## config.mk

```make
export PLATFORM = sky130hd
export DESIGN_NAME = sll_serial
export DESIGN_NICKNAME = d
export VERILOG_FILES = /design/src/rtl/sll_serial.sv
export SDC_FILE = /design/constraint.sdc
export NUM_CORES = 1
export LEC_CHECK = 0
export ABC_AREA = 0
export BUFFER_PORTS_ARGS = -buffer_cell sky130_fd_sc_hd__buf_4
export CORE_MARGIN = 4
export CORE_UTILIZATION = 30
export CTS_CLUSTER_SIZE = 20
export DETAILED_ROUTE_END_ITERATION = 10
export GPL_TIMING_DRIVEN = 0
export SETUP_SLACK_MARGIN = 0.15
export SLEW_MARGIN = 20
export SYNTH_ARGS = -nofsm -noshare
export SYNTH_HDL_FRONTEND = slang
export SYNTH_SLANG_ARGS = --single-unit
```

## constraint.sdc

```tcl
create_clock -name clk -period 2.3 [get_ports clk]
set_input_delay 0.115 -clock clk [delete_from_list [all_inputs] [get_ports clk]]
set_output_delay 0.115 -clock clk [all_outputs]
set_load 0.05 [all_outputs]
```

## src/rtl/sll_serial.sv

```systemverilog
// sll_serial: multi-cycle logical shift-left with carry-out, start/busy/done handshake
module sll_serial #(
    parameter int WIDTH   = 16,
    parameter int SHAMT_W = 16,
    parameter int STEP    = 1
) (
    input  logic               clk,
    input  logic               reset,
    input  logic               start,
    input  logic [WIDTH-1:0]   A,
    input  logic [SHAMT_W-1:0] SHAMT,
    output logic               busy,
    output logic               done,
    output logic [WIDTH-1:0]   OutputSLL,
    output logic               carry
);
    localparam int CW = $clog2(WIDTH + 2);
    typedef enum logic [1:0] {IDLE, SHIFT, DONE} state_t;
    state_t state, state_n;
    logic [WIDTH:0] w, w_n;
    logic [CW-1:0] cnt, cnt_n, eff, k;
    // Shifting WIDTH+1 places already clears every bit, so larger amounts saturate there
    always_comb eff = (SHAMT > SHAMT_W'(WIDTH + 1)) ? CW'(WIDTH + 1) : CW'(SHAMT);
    always_comb k = (cnt > CW'(STEP)) ? CW'(STEP) : cnt;
    always_comb begin
        state_n = state;
        w_n     = w;
        cnt_n   = cnt;
        case (state)
            IDLE: if (start) begin
                w_n     = {1'b0, A};
                cnt_n   = eff;
                state_n = (eff == '0) ? DONE : SHIFT;
            end
            SHIFT: begin
                w_n     = w << k;
                cnt_n   = cnt - k;
                state_n = (cnt == k) ? DONE : SHIFT;
            end
            DONE:    state_n = IDLE;
            default: state_n = IDLE;
        endcase
    end
    always_ff @(posedge clk) begin
        if (reset) begin
            state     <= IDLE;
            w         <= '0;
            cnt       <= '0;
            OutputSLL <= '0;
            carry     <= 1'b0;
        end else begin
            state <= state_n;
            w     <= w_n;
            cnt   <= cnt_n;
            if (state_n == DONE && state != DONE) {carry, OutputSLL} <= w_n;
        end
    end
    assign busy = (state != IDLE);
    assign done = (state == DONE);
endmodule

```

==> implementation parameters <==
Parameter                              Value

CTS
  Clock tree from TritonCTS    done
  TritonCTS Sinks    41
  CTS hold repair buffers    0
  Cts bufs inserted    5
  Number of buffers between clock root and the deepest sink    2
  Clock edge transition at the registers on the reported setup and hold paths    0.09 ns
  H-tree depth    2
  Clk Latency, worst-skew pair    0.30 ns
  Clock root buffer    sky130_fd_sc_hd__clkbuf_8

STA
  Layout Skew    0.009776 ns
  Worst slew margin    65.42%
  Minimum clock period after layout    2.114 ns
  Final max-slew violation count    0
  Count of final hold-check violations    0
  RSZ-0062 raised after global routing    yes
  Count of final setup violators    0
  Final worst setup slack    0.1861 ns
  Share of the clock period used by the worst path    91.91%
  Highest clock rate    473.1 MHz
  Fin Hold WS    0.08308 ns
  Worst-margin pin slew    0.5187 ns

Die
  Y dimension of the die    95.86 um
  IO Pins    54
  Initial core utilization    31.43%
  Number of cell rows    31
  Core area    0.007370 mm2
  Chip width    95.86 um
  Total die area    0.009189 mm2

Logic synthesis
  Fraction of the yosys area taken by sequential cells    35.44%
  Number of flip-flops and latches in the synthesized netlist    41
  Synth Instances    287
  Number of different library cells in the post-synthesis netlist    49
  Count of warnings emitted by yosys    0
  Most used flip-flop cell after synthesis    sky130_fd_sc_hd__dfxtp_1
  Area share of the leading cell type in the synthesized netlist    35.44%
  Syn Std Cell Area    0.002316 mm2
  Synthesized area per cell    8.070 um2
  Leading area contributor after synthesis    sky130_fd_sc_hd__dfxtp_1
  Top-count cell post-synth    sky130_fd_sc_hd__dfxtp_1
  Top cells by instance count after synthesis    41 x sky130_fd_sc_hd__dfxtp_1, 40 x sky130_fd_sc_hd__nor2_1, 32 x sky130_fd_sc_hd__nand2_1, 18 x sky130_fd_sc_hd__clkbuf_1, 17 x sky130_fd_sc_hd__a21oi_1
  Cell types occupying the most area after synthesis    sky130_fd_sc_hd__dfxtp_1 35%, sky130_fd_sc_hd__nor2_1 6.5%, sky130_fd_sc_hd__a221oi_1 6.1%, sky130_fd_sc_hd__a311oi_1 6.1%, sky130_fd_sc_hd__nand2_1 5.2%
  Synth Net Count    323
  Async set-or-reset flop fraction in the synthesized netlist    0%
  Number of synthesized flops with an enable pin    0

Worst setup path
  Worst Reg2Reg Path Length in Cells    7
  Endpoint required time on the critical path    2.47 ns
  Most frequent CP cell    sky130_fd_sc_hd__buf_2
  Type of the setup path with the least slack    reg2reg
  Max Fanout on Critical Path    10
  Cell type of the slowest stage on the worst timing path    sky130_fd_sc_hd__a311oi_1
  R2R Setup Slk    0.19 ns
  Slowest cell delay on critical path    0.44 ns
  Data arrival time of the critical path    2.28 ns
  Nature of the critical path endpoint    flop
  List of cells traversed by the critical path    or2_2, buf_2, or2_1, buf_2, buf_6, a311oi_1, a221oi_1
  Startpoint Class    flop

Flow run
  Max-capacitance violation count    0

Detailed routing
  # DRC    0
  TritonRoute pass-1 iters    4
  Average routed wire per standard cell    15.30 um
  Via Count    2341
  Post-route ant nets    0
  Violation count after the first detailed-routing iteration    197
  Total routed wirelength    6886 um
  Via/cell ratio    5.202

Pwr
  Worst-case vdd ir drop    0.3487 mV
  Post-layout total power    2.176 mW
  Power density over the cells    714.8 mW/mm2
  Static leakage power    1.150 nW

Global routing
  Pin count of the biggest net entering global routing    14
  Total overflow reported by the global router    0
  Wire length of the first global-routing pass    10810 um
  Total routing usage reported by global routing    15.06%
  Initial antenna violation count    0
  Number of global-route vias before repair    2193

Run status
  Outcome    finished, final reports clean

Layout
  Layout net count    386
  Ant diodes    0
  Area Growth Syn to Fin    31.44%
  Final Cell Area    0.003044 mm2
  Layout cells sized above 1    28.21%
  Core utilization of the finished layout    41.31%

Hold path
  Worst Hold Class    in2reg
  Hold Crit Depth    2

Placement
  Estimated wirelength of the detail-placed design    5032 um
  Count of buffers inserted at the top-level ports    52
  Placer congestion estimate    0.8048
  Placement-stage cell area    0.002830 mm2
  Worst Setup Slack post-DPL    -0.05874 ns
[power breakdown]
group          switching, mW  internal, mW
sequential            0.0669         0.790
combinational          0.516         0.315
clock                  0.274         0.214
total                  0.857          1.32
[worst paths after layout]
kind / start / end
setup / recovery: cnt[3] / OutputSLL[9]
hold / removal: A[0] / w[0]
setup reg to reg: cnt[3] / OutputSLL[9]
hold reg to reg: OutputSLL[9] / OutputSLL[9]
[placed cells by master (no fill, tap or decap), types with 2 or more instances in the layout]
cell type / instances
sky130_fd_sc_hd__clkbuf_8: 5
sky130_fd_sc_hd__nor3_1: 2
sky130_fd_sc_hd__or4_1: 2
sky130_fd_sc_hd__nand3b_1: 15
sky130_fd_sc_hd__nand2_1: 32
sky130_fd_sc_hd__nand2b_1: 16
sky130_fd_sc_hd__dfxtp_2: 2
sky130_fd_sc_hd__o31ai_1: 14
sky130_fd_sc_hd__inv_1: 4
sky130_fd_sc_hd__mux2i_1: 2
sky130_fd_sc_hd__nor2_4: 3
sky130_fd_sc_hd__a221oi_1: 16
sky130_fd_sc_hd__a311oi_2: 6
sky130_fd_sc_hd__a311oi_1: 10
sky130_fd_sc_hd__clkbuf_1: 18
sky130_fd_sc_hd__a21oi_1: 16
sky130_fd_sc_hd__and2_1: 2
sky130_fd_sc_hd__dfxtp_4: 2
sky130_fd_sc_hd__buf_6: 5
sky130_fd_sc_hd__dfxtp_1: 37
sky130_fd_sc_hd__nor2b_1: 3
sky130_fd_sc_hd__clkinvlp_4: 2
sky130_fd_sc_hd__a21o_1: 2
sky130_fd_sc_hd__buf_2: 6
sky130_fd_sc_hd__nor2_1: 38
sky130_fd_sc_hd__nand3_1: 3
sky130_fd_sc_hd__or3_1: 2
sky130_fd_sc_hd__buf_4: 56
[timing repair]
action | 4_1_cts | 5_1_grt
resized for setup | 6 | 22
pin swaps | 1 | 2
endpoints found under the setup margin | 18 | 20
buffers inserted | 3 | 1
[logic make-up after synthesis]
kind of cell	Yosys count	synth area share (%)
AND/OR/NAND/NOR	131	30.20
AO/OA/AOI/OAI	77	25.28
flip-flops	41	35.44
buffers and inverters	34	7.185
multiplexers	3	1.351
adder cells (fa/ha/maj)	1	0.5402
[final cells by class]
type | count | area, um2
fill | 790 | 4325
multi-input combinational | 212 | 1408
sequential | 41 | 830.8
timing repair buffer | 56 | 420.4
buffer | 29 | 155.1
tap | 99 | 123.9
clock buffer | 6 | 72.57
inverter | 5 | 18.77
clock inverter | 2 | 15.01
[registers in the layout, indices dropped and copies added (netlist names)]
signal / cells
state: 2
carry: 1
w: 17
cnt: 5
OutputSLL: 16
[per-stage QoR]
step / cells / TNS, ns
final: 450 / 0
after global routing: 450 / 0
after CTS: 449 / 0
after detailed placement: 438 / -0.1874
after global placement: 438 / -0.2537
after floorplan: 287 / 0
[per-layer routing]
layer / track usage [%] / routed length (um) / vias up
met5: 0 / 0 / -
met4: 4.739 / 79 / 0
met3: 2.189 / 321 / 5
met2: 23.86 / 3289 / 53
met1: 21.02 / 3196 / 1109
li1: - / - / 1174
[worst max-delay path, delay by kind of cell (launching register included)]
family                 cells  cell delay (ns)
AOI/OAI and AO/OA          2             0.60
DFF                        1             0.37
buffers and inverters      3             0.50
and+or+nand+nor            2             0.52
Note: power is estimated with default switching activity, not from simulation.
